File: src/rtl/sfp_pkg.sv
// Shared state encoding and default widths for the SFP frame handler slice.
package sfp_pkg;

  localparam int          C_DATA_FRAME_BIT_DEF = 16;
  localparam int          C_FRAME_NUM_DEF      = 4;
  localparam logic [15:0] C_END_CODE_DEF       = 16'h00FF;
  localparam int          C_TIMEOUT_CYC_DEF    = 1000;

  typedef enum logic [3:0] {
    IDLE      = 4'd0,
    M_LOAD    = 4'd1,
    M_START   = 4'd2,
    M_WAIT    = 4'd3,
    M_CAPTURE = 4'd4,
    M_UNLOAD  = 4'd5,
    S_CAPTURE = 4'd6,
    S_LOAD    = 4'd7,
    S_START   = 4'd8
  } sfp_state_t;

endpackage

File: src/rtl/sfp_frame_handler_if.sv
// SFP core stream signals plus the rx frame valid/ready handshake.
// master = frame handler side, slave = SFP core / frame consumer side.
interface sfp_frame_handler_if
  import sfp_pkg::*;
#(
  parameter int C_DATA_FRAME_BIT = C_DATA_FRAME_BIT_DEF,
  parameter int C_FRAME_NUM      = C_FRAME_NUM_DEF
);

  localparam int STREAM_W = C_DATA_FRAME_BIT * C_FRAME_NUM;
  localparam int IDX_W    = $clog2(C_FRAME_NUM);

  logic [STREAM_W-1:0]         o_tx_stream_data;
  logic                        o_sfp_start_flag;
  logic [STREAM_W-1:0]         i_rx_stream_data;
  logic                        i_sfp_end_flag;
  logic [C_DATA_FRAME_BIT-1:0] o_rx_frame;
  logic [IDX_W-1:0]            o_rx_frame_idx;
  logic                        o_rx_valid;
  logic                        i_rx_ready;

  modport master (
    output o_tx_stream_data,
    output o_sfp_start_flag,
    input  i_rx_stream_data,
    input  i_sfp_end_flag,
    output o_rx_frame,
    output o_rx_frame_idx,
    output o_rx_valid,
    input  i_rx_ready
  );

  modport slave (
    input  o_tx_stream_data,
    input  o_sfp_start_flag,
    output i_rx_stream_data,
    output i_sfp_end_flag,
    input  o_rx_frame,
    input  o_rx_frame_idx,
    input  o_rx_valid,
    output i_rx_ready
  );

endinterface

File: src/rtl/sfp_frame_unloader.sv
// Rx buffer and frame-by-frame unload over valid/ready; frame 0 is the most
// significant slice of the captured stream. Unload ends on the last frame or end code.
module sfp_frame_unloader
  import sfp_pkg::*;
#(
  parameter int                          C_DATA_FRAME_BIT = C_DATA_FRAME_BIT_DEF,
  parameter int                          C_FRAME_NUM      = C_FRAME_NUM_DEF,
  parameter logic [C_DATA_FRAME_BIT-1:0] C_END_CODE       = C_DATA_FRAME_BIT'(C_END_CODE_DEF)
) (
  input  logic                                    i_clk,
  input  logic                                    i_rst,
  input  logic                                    i_capture,
  input  logic [C_FRAME_NUM*C_DATA_FRAME_BIT-1:0] i_rx_stream_data,
  input  logic                                    i_unload_en,
  input  logic                                    i_rx_ready,
  output logic [C_DATA_FRAME_BIT-1:0]             o_rx_frame,
  output logic [$clog2(C_FRAME_NUM)-1:0]          o_rx_frame_idx,
  output logic                                    o_rx_valid,
  output logic                                    o_done
);

  localparam int W     = C_DATA_FRAME_BIT;
  localparam int IDX_W = $clog2(C_FRAME_NUM);

  logic [W-1:0]     buf_q [C_FRAME_NUM];
  logic [IDX_W-1:0] idx_q;
  logic             xfer;
  logic             last_frame;
  logic             end_code_hit;

  assign o_rx_valid     = i_unload_en;
  assign o_rx_frame     = buf_q[idx_q];
  assign o_rx_frame_idx = idx_q;

  assign xfer         = o_rx_valid & i_rx_ready;
  assign last_frame   = (idx_q == IDX_W'(C_FRAME_NUM - 1));
  assign end_code_hit = (o_rx_frame == C_END_CODE);
  assign o_done       = xfer & (last_frame | end_code_hit);

  always_ff @(posedge i_clk or posedge i_rst) begin
    if (i_rst) begin
      for (int i = 0; i < C_FRAME_NUM; i++) buf_q[i] <= '0;
      idx_q <= '0;
    end else if (i_capture) begin
      for (int i = 0; i < C_FRAME_NUM; i++)
        buf_q[i] <= i_rx_stream_data[(C_FRAME_NUM-1-i)*W +: W];
      idx_q <= '0;
    end else if (xfer) begin
      // Park the index at 0 once the unload completes so the next capture starts clean.
      idx_q <= o_done ? '0 : idx_q + IDX_W'(1);
    end
  end

endmodule

File: src/rtl/sfp_frame_handler.sv
// SFP frame handler: master (load/start/wait/capture/unload) and slave
// (capture/unload/load/start) sequencing. Optional master wait timeout: SFP_TIMEOUT_EN.
//
// state     | meaning
// IDLE      | sample i_sfp_m_en / i_sfp_end_flag
// M_LOAD    | master: register i_tx_data into tx stream
// M_START   | master: one-cycle start pulse to SFP core
// M_WAIT    | master: wait for end flag (optionally bounded)
// M_CAPTURE | master: capture rx stream into buffer
// M_UNLOAD  | unload frames over valid/ready (master and slave)
// S_CAPTURE | slave: capture rx stream into buffer
// S_LOAD    | slave: register i_tx_data into tx stream
// S_START   | slave: one-cycle start pulse to SFP core
module sfp_frame_handler
  import sfp_pkg::*;
#(
  parameter int                          C_DATA_FRAME_BIT = C_DATA_FRAME_BIT_DEF,
  parameter int                          C_FRAME_NUM      = C_FRAME_NUM_DEF,
  parameter logic [C_DATA_FRAME_BIT-1:0] C_END_CODE       = C_DATA_FRAME_BIT'(C_END_CODE_DEF),
  parameter int                          C_TIMEOUT_CYC    = C_TIMEOUT_CYC_DEF
) (
  input  logic                                    i_clk,
  input  logic                                    i_rst,
  input  logic                                    i_sfp_m_en,
  input  logic [C_FRAME_NUM*C_DATA_FRAME_BIT-1:0] i_tx_data,
  sfp_frame_handler_if.master                     bus,
  output logic                                    o_busy,
  output logic                                    o_timeout
);

  localparam int STREAM_W = C_FRAME_NUM * C_DATA_FRAME_BIT;
  localparam int IDX_W    = $clog2(C_FRAME_NUM);

  if (C_FRAME_NUM < 2 || C_FRAME_NUM > 16 || C_TIMEOUT_CYC < 1) begin : g_bad_param
    $error("sfp_frame_handler: C_FRAME_NUM must be 2..16 and C_TIMEOUT_CYC >= 1");
  end

  sfp_state_t              state_q, state_d;
  logic                    slave_q;
  logic [STREAM_W-1:0]     tx_stream_q;
  logic                    capture;
  logic                    unload_done;
  logic                    timeout_reach;
  logic [C_DATA_FRAME_BIT-1:0] rx_frame;
  logic [IDX_W-1:0]        rx_frame_idx;
  logic                    rx_valid;

  always_ff @(posedge i_clk or posedge i_rst) begin
    if (i_rst) state_q <= IDLE;
    else       state_q <= state_d;
  end

  always_comb begin
    state_d = state_q;
    case (state_q)
      IDLE: begin
        if (i_sfp_m_en)              state_d = M_LOAD;
        else if (bus.i_sfp_end_flag) state_d = S_CAPTURE;
      end
      M_LOAD:    state_d = M_START;
      M_START:   state_d = M_WAIT;
      M_WAIT: begin
        if (bus.i_sfp_end_flag) state_d = M_CAPTURE;
        else if (timeout_reach) state_d = IDLE;
      end
      M_CAPTURE: state_d = M_UNLOAD;
      S_CAPTURE: state_d = M_UNLOAD;
      M_UNLOAD: begin
        if (unload_done) state_d = slave_q ? S_LOAD : IDLE;
      end
      S_LOAD:    state_d = S_START;
      S_START:   state_d = IDLE;
      default:   state_d = IDLE;
    endcase
  end

  // The unload state is shared; this flag remembers which side owns the transaction.
  always_ff @(posedge i_clk or posedge i_rst) begin
    if (i_rst) begin
      slave_q     <= 1'b0;
      tx_stream_q <= '0;
    end else begin
      if (state_q == S_CAPTURE)   slave_q <= 1'b1;
      else if (state_q == M_LOAD) slave_q <= 1'b0;
      if (state_q == M_LOAD || state_q == S_LOAD) tx_stream_q <= i_tx_data;
    end
  end

`ifdef SFP_TIMEOUT_EN
  localparam int CNT_W = $clog2(C_TIMEOUT_CYC + 1);

  logic [CNT_W-1:0] wait_cnt_q;
  logic             timeout_q;

  assign timeout_reach = (wait_cnt_q == CNT_W'(C_TIMEOUT_CYC - 1));

  always_ff @(posedge i_clk or posedge i_rst) begin
    if (i_rst) begin
      wait_cnt_q <= '0;
      timeout_q  <= 1'b0;
    end else begin
      if (state_q == M_WAIT) wait_cnt_q <= wait_cnt_q + CNT_W'(1);
      else                   wait_cnt_q <= '0;
      // Cleared while loading so the flag is already low during the next start pulse.
      if (state_q == M_WAIT && !bus.i_sfp_end_flag && timeout_reach) timeout_q <= 1'b1;
      else if (state_q == M_LOAD)                                   timeout_q <= 1'b0;
    end
  end

  assign o_timeout = timeout_q;
`else
  assign timeout_reach = 1'b0;
  assign o_timeout     = 1'b0;
`endif

  assign capture = (state_q == M_CAPTURE) || (state_q == S_CAPTURE);

  sfp_frame_unloader #(
    .C_DATA_FRAME_BIT (C_DATA_FRAME_BIT),
    .C_FRAME_NUM      (C_FRAME_NUM),
    .C_END_CODE       (C_END_CODE)
  ) u_unloader (
    .i_clk            (i_clk),
    .i_rst            (i_rst),
    .i_capture        (capture),
    .i_rx_stream_data (bus.i_rx_stream_data),
    .i_unload_en      (state_q == M_UNLOAD),
    .i_rx_ready       (bus.i_rx_ready),
    .o_rx_frame       (rx_frame),
    .o_rx_frame_idx   (rx_frame_idx),
    .o_rx_valid       (rx_valid),
    .o_done           (unload_done)
  );

  assign bus.o_rx_frame       = rx_frame;
  assign bus.o_rx_frame_idx   = rx_frame_idx;
  assign bus.o_rx_valid       = rx_valid;
  assign bus.o_tx_stream_data = tx_stream_q;
  assign bus.o_sfp_start_flag = (state_q == M_START) || (state_q == S_START);
  assign o_busy               = (state_q != IDLE);

endmodule

File: src/flat_wrapper.sv
// flat-port wrapper written by rule: the top's interface ports become plain ports
module sfp_frame_handler_flat import sfp_pkg::*;
#(
  parameter int                          C_DATA_FRAME_BIT = C_DATA_FRAME_BIT_DEF,
  parameter int                          C_FRAME_NUM      = C_FRAME_NUM_DEF,
  parameter logic [C_DATA_FRAME_BIT-1:0] C_END_CODE       = C_DATA_FRAME_BIT'(C_END_CODE_DEF),
  parameter int                          C_TIMEOUT_CYC    = C_TIMEOUT_CYC_DEF
)
  (i_clk, i_rst, i_sfp_m_en, i_tx_data, o_busy, o_timeout, bus_o_tx_stream_data, bus_o_sfp_start_flag, bus_i_rx_stream_data, bus_i_sfp_end_flag, bus_o_rx_frame, bus_o_rx_frame_idx, bus_o_rx_valid, bus_i_rx_ready);
  sfp_frame_handler_if #(.C_DATA_FRAME_BIT(C_DATA_FRAME_BIT), .C_FRAME_NUM(C_FRAME_NUM)) bus_i ();
  input  logic i_clk;
  input  logic i_rst;
  input  logic i_sfp_m_en;
  input  logic [C_FRAME_NUM*C_DATA_FRAME_BIT-1:0] i_tx_data;
  output logic o_busy;
  output logic o_timeout;
  output wire logic [$bits(bus_i.o_tx_stream_data)-1:0] bus_o_tx_stream_data;
  output wire logic [$bits(bus_i.o_sfp_start_flag)-1:0] bus_o_sfp_start_flag;
  input wire logic [$bits(bus_i.i_rx_stream_data)-1:0] bus_i_rx_stream_data;
  input wire logic [$bits(bus_i.i_sfp_end_flag)-1:0] bus_i_sfp_end_flag;
  output wire logic [$bits(bus_i.o_rx_frame)-1:0] bus_o_rx_frame;
  output wire logic [$bits(bus_i.o_rx_frame_idx)-1:0] bus_o_rx_frame_idx;
  output wire logic [$bits(bus_i.o_rx_valid)-1:0] bus_o_rx_valid;
  input wire logic [$bits(bus_i.i_rx_ready)-1:0] bus_i_rx_ready;
  assign bus_o_tx_stream_data = bus_i.o_tx_stream_data;
  assign bus_o_sfp_start_flag = bus_i.o_sfp_start_flag;
  assign bus_i.i_rx_stream_data = bus_i_rx_stream_data;
  assign bus_i.i_sfp_end_flag = bus_i_sfp_end_flag;
  assign bus_o_rx_frame = bus_i.o_rx_frame;
  assign bus_o_rx_frame_idx = bus_i.o_rx_frame_idx;
  assign bus_o_rx_valid = bus_i.o_rx_valid;
  assign bus_i.i_rx_ready = bus_i_rx_ready;
  sfp_frame_handler #(.C_DATA_FRAME_BIT(C_DATA_FRAME_BIT), .C_FRAME_NUM(C_FRAME_NUM), .C_END_CODE(C_END_CODE), .C_TIMEOUT_CYC(C_TIMEOUT_CYC)) u_core (.i_clk(i_clk), .i_rst(i_rst), .i_sfp_m_en(i_sfp_m_en), .i_tx_data(i_tx_data), .bus(bus_i), .o_busy(o_busy), .o_timeout(o_timeout));
endmodule
File: config.mk
export PLATFORM = sky130hd
export DESIGN_NAME = sfp_frame_handler_flat
export DESIGN_NICKNAME = d
export VERILOG_FILES = /design/src/rtl/sfp_pkg.sv /design/src/rtl/sfp_frame_handler_if.sv /design/src/rtl/sfp_frame_unloader.sv /design/src/rtl/sfp_frame_handler.sv /design/src/flat_wrapper.sv
export SDC_FILE = /design/constraint.sdc
export NUM_CORES = 1
export LEC_CHECK = 0
export BUFFER_PORTS_ARGS = -buffer_cell sky130_fd_sc_hd__buf_2
export CAP_MARGIN = 10
export CORE_AREA = 5 5 132 159
export CTS_BUF_LIST = sky130_fd_sc_hd__clkbuf_16
export DETAILED_ROUTE_END_ITERATION = 10
export DIE_AREA = 0 0 137 164
export PLACE_DENSITY = 0.63
export SETUP_SLACK_MARGIN = 0.1
export SLEW_MARGIN = 20
export SYNTH_ARGS = -nofsm -noshare
export SYNTH_HDL_FRONTEND = slang
export SYNTH_SLANG_ARGS = --single-unit
File: constraint.sdc
create_clock -name i_clk -period 7.45 [get_ports i_clk]
set_clock_uncertainty 0.05 [all_clocks]
set_input_delay 0.3725 -clock i_clk [delete_from_list [all_inputs] [get_ports i_clk]]
set_output_delay 0.3725 -clock i_clk [all_outputs]
set_load 0.02 [all_outputs]
==> impl_metrics.env <==
export IMPL_cp_required_ns=7.75
export IMPL_worstReg2RegEnd="u_core.state_q[1]"
export IMPL_p_per_area_nw_per_um2=503.2
export IMPL_ys_seq_area_share_pct=59.87
export IMPL_multi_input_area_um2=2136
export IMPL_die_area_um2=22470
export IMPL_htree_num_levels=4
export IMPL_clock_sinks=135
export IMPL_top_layer="met5"
export IMPL_end_kind="flip-flop"
export IMPL_via_per_inst=4.458
export IMPL_fillers=1846
export IMPL_drv_slew=0
export IMPL_max_slew_worst_pin_slew_ns=0.8554
export IMPL_cts_resized=0
export IMPL_numCtsBuffers=17
export IMPL_clk_pin_slew_worst_paths_ns=0.06
export IMPL_overflow=0
export IMPL_timing_rr_start="u_core.u_unloader.o_rx_frame_idx[0]"
export IMPL_crit_type="flip-flop to flip-flop"
export IMPL_synthDistinctLibCells=40
export IMPL_vias=3758
export IMPL_initial_core_util_pct=29.29
export IMPL_first_pass_iters=4
export IMPL_dieWidth_um=137
export IMPL_rows=56
export IMPL_reg2reg_slack_ns=4.85
export IMPL_regArea_um2=3379
export IMPL_fin_crit_sh_pct=34.85
export IMPL_worstPathArrival_ns=2.90
export IMPL_clock_root_buffer="clkbuf_16"
export IMPL_gp_congestion=0.7646
export IMPL_grt_pass1_vias=4485
export IMPL_wl_met3_mm=1.285
export IMPL_leakage_uw=0.003468
export IMPL_rsz0062_at_grt="false"
export IMPL_synth_ff_type="dfrtp_1"
export IMPL_avgSynthCellArea_um2=16.08
export IMPL_cts_tree="done"
export IMPL_insertion_delay_ns=0.41
export IMPL_syn_area_um2=5643
export IMPL_most_common_layout_cells="buf_2 (217), dfrtp_1 (134), mux2_1 (128)"
export IMPL_min_period_ns=2.596
export IMPL_hold_viol_final=0
export IMPL_critPathLaunchType="flip-flop"
export IMPL_coreArea_um2=19270
export IMPL_clock_fmax_mhz=385.2
export IMPL_hpwl_mm=10.60
export IMPL_wl_per_cell_um=16.89
export IMPL_wirelength_mm=14.24
export IMPL_setup_viol_count_final=0
export IMPL_postCtsHoldBufs=0
export IMPL_grt_max_degree=78
export IMPL_syn_nets=485
export IMPL_status="finished, final reports clean"
export IMPL_drc_errors=0
export IMPL_cts_buffer_depth=2
export IMPL_drive_above_1_share_pct=46.90
export IMPL_hold_class="input port to async pin"
export IMPL_max_slew_margin_rel_pct=42.97
export IMPL_drt_iter0_drc=167
export IMPL_layout_nets=702
export IMPL_async_flop_share_pct=100.0
export IMPL_tns_ns=0
export IMPL_met1_length_mm=5.644
export IMPL_grt_pass1_wl_mm=22.80
export IMPL_syn_inst=351
export IMPL_grt_util_all_layers_pct=13.15
export IMPL_final_common_cell="buf_2"
export IMPL_ys_warnings_count=0
export IMPL_dpl_cell_area_um2=6969
export IMPL_grt_antenna_before_repair=8
export IMPL_synth_edf_count=0
export IMPL_ir_drop_uv=190.9
export IMPL_postCtsSetupRepairBufs=0
export IMPL_io_pins=219
export IMPL_syn_to_final_growth_pct=33.44
export IMPL_fin_area_um2=7530
export IMPL_ff2ff_path_depth=5
export IMPL_io_buffers=217
export IMPL_crit_path_max_fanout=20
export IMPL_met2_length_mm=6.922
export IMPL_yosys_register_bits=135
export IMPL_maxCapViolations=0
export IMPL_ant_nets=0
export IMPL_die_h_um=164
[metrics by stage]
stage	cells	util [%]	power, uW	hold slack [ns]	setup slack, ns
after floorplan	351	-	2519	0.3988	3.416
after global placement	810	36.17	2974	0.4119	4.497
after detailed placement	810	36.17	3049	0.4191	4.386
after CTS	841	39.05	3863	0.04425	4.356
after global routing	843	39.08	4062	0.08288	4.649
final	843	39.08	3789	0.02990	4.854
[cell type report]
cell class,count,share of cell area [%]
antenna,2,0.06647
clock buffer,17,5.650
clock inverter,14,1.712
inverter,4,0.2659
multi-input combinational,190,28.36
sequential,135,44.88
tap,261,4.337
timing repair buffer,220,14.72
[flip-flops by register name, summed over array words and instances, names as in the netlist]
| signal | flops |
|---|---|
| u_core.bus.o_tx_stream_data | 64 |
| u_core.slave_q | 1 |
| u_core.state_q | 4 |
| u_core.u_unloader.buf_q | 64 |
| u_core.u_unloader.o_rx_frame_idx | 2 |
[report_power, final]
group	switching, uW	internal [uW]	leakage (uW)
sequential	237	1120	0.00159
clock	329	459	0.000259
combinational	899	742	0.00162
[synth_stat cells (all sizes together) (2+ instances only)]
library cell	instances	area, um2
a21oi	3	15.01
buf	21	122.6
dfrtp	135	3378
inv	4	15.01
mux2	128	1441
mux4	16	367.9
nand2	7	26.28
nand2b	2	12.51
nand3	2	10.01
nor2	5	18.77
nor3	2	10.01
nor3b	2	26.28
nor4bb	3	30.03
o21ai	3	18.76
[cells by family (layout without fill, tap and decap cells)]
group	Yosys count	in the layout	synth area share (%)
muxes	144	144	32.06
DFF	135	135	59.87
and+or+nand+nor	28	28	3.060
buffers and inverters	26	255	2.505
AOI/OAI and AO/OA	14	14	1.907
xor gates and xnor gates	2	2	0.3105
adders and majority gates	1	1	0.2217
other	1	3	0.06646
[worst max-delay path by stage]
stage / from / end / slack (ns) / cells after the start
detailed placement: u_core.u_unloader.o_rx_frame_idx[0] / u_core.state_q[1] / 4.39 / 5
finish: u_core.u_unloader.o_rx_frame_idx[0] / u_core.state_q[1] / 4.85 / 5
global route: u_core.u_unloader.o_rx_frame_idx[0] / u_core.state_q[2] / 4.65 / 5
global placement: u_core.u_unloader.o_rx_frame_idx[0] / u_core.state_q[2] / 4.50 / 5
floorplan: i_rst / u_core.bus.o_tx_stream_data[0] / 3.42 / 1
CTS: u_core.u_unloader.o_rx_frame_idx[0] / u_core.state_q[1] / 4.36 / 5
[critical path, cell delays in order, from the launching register on]
cell,delay (ns)
dfrtp_2,0.76
mux4_2,0.62
nor4bb_1,0.52
a41oi_2,0.24
o21ai_2,0.21
a21o_1,0.13
[per-layer routing]
layer / vias up / track usage [%]
li1: 1704 / -
met1: 1850 / 15.30
met2: 160 / 21.42
met3: 32 / 5.760
met4: 12 / 4.946
met5: - / 0
No activity file was read; power rests on OpenSTA's default activity.
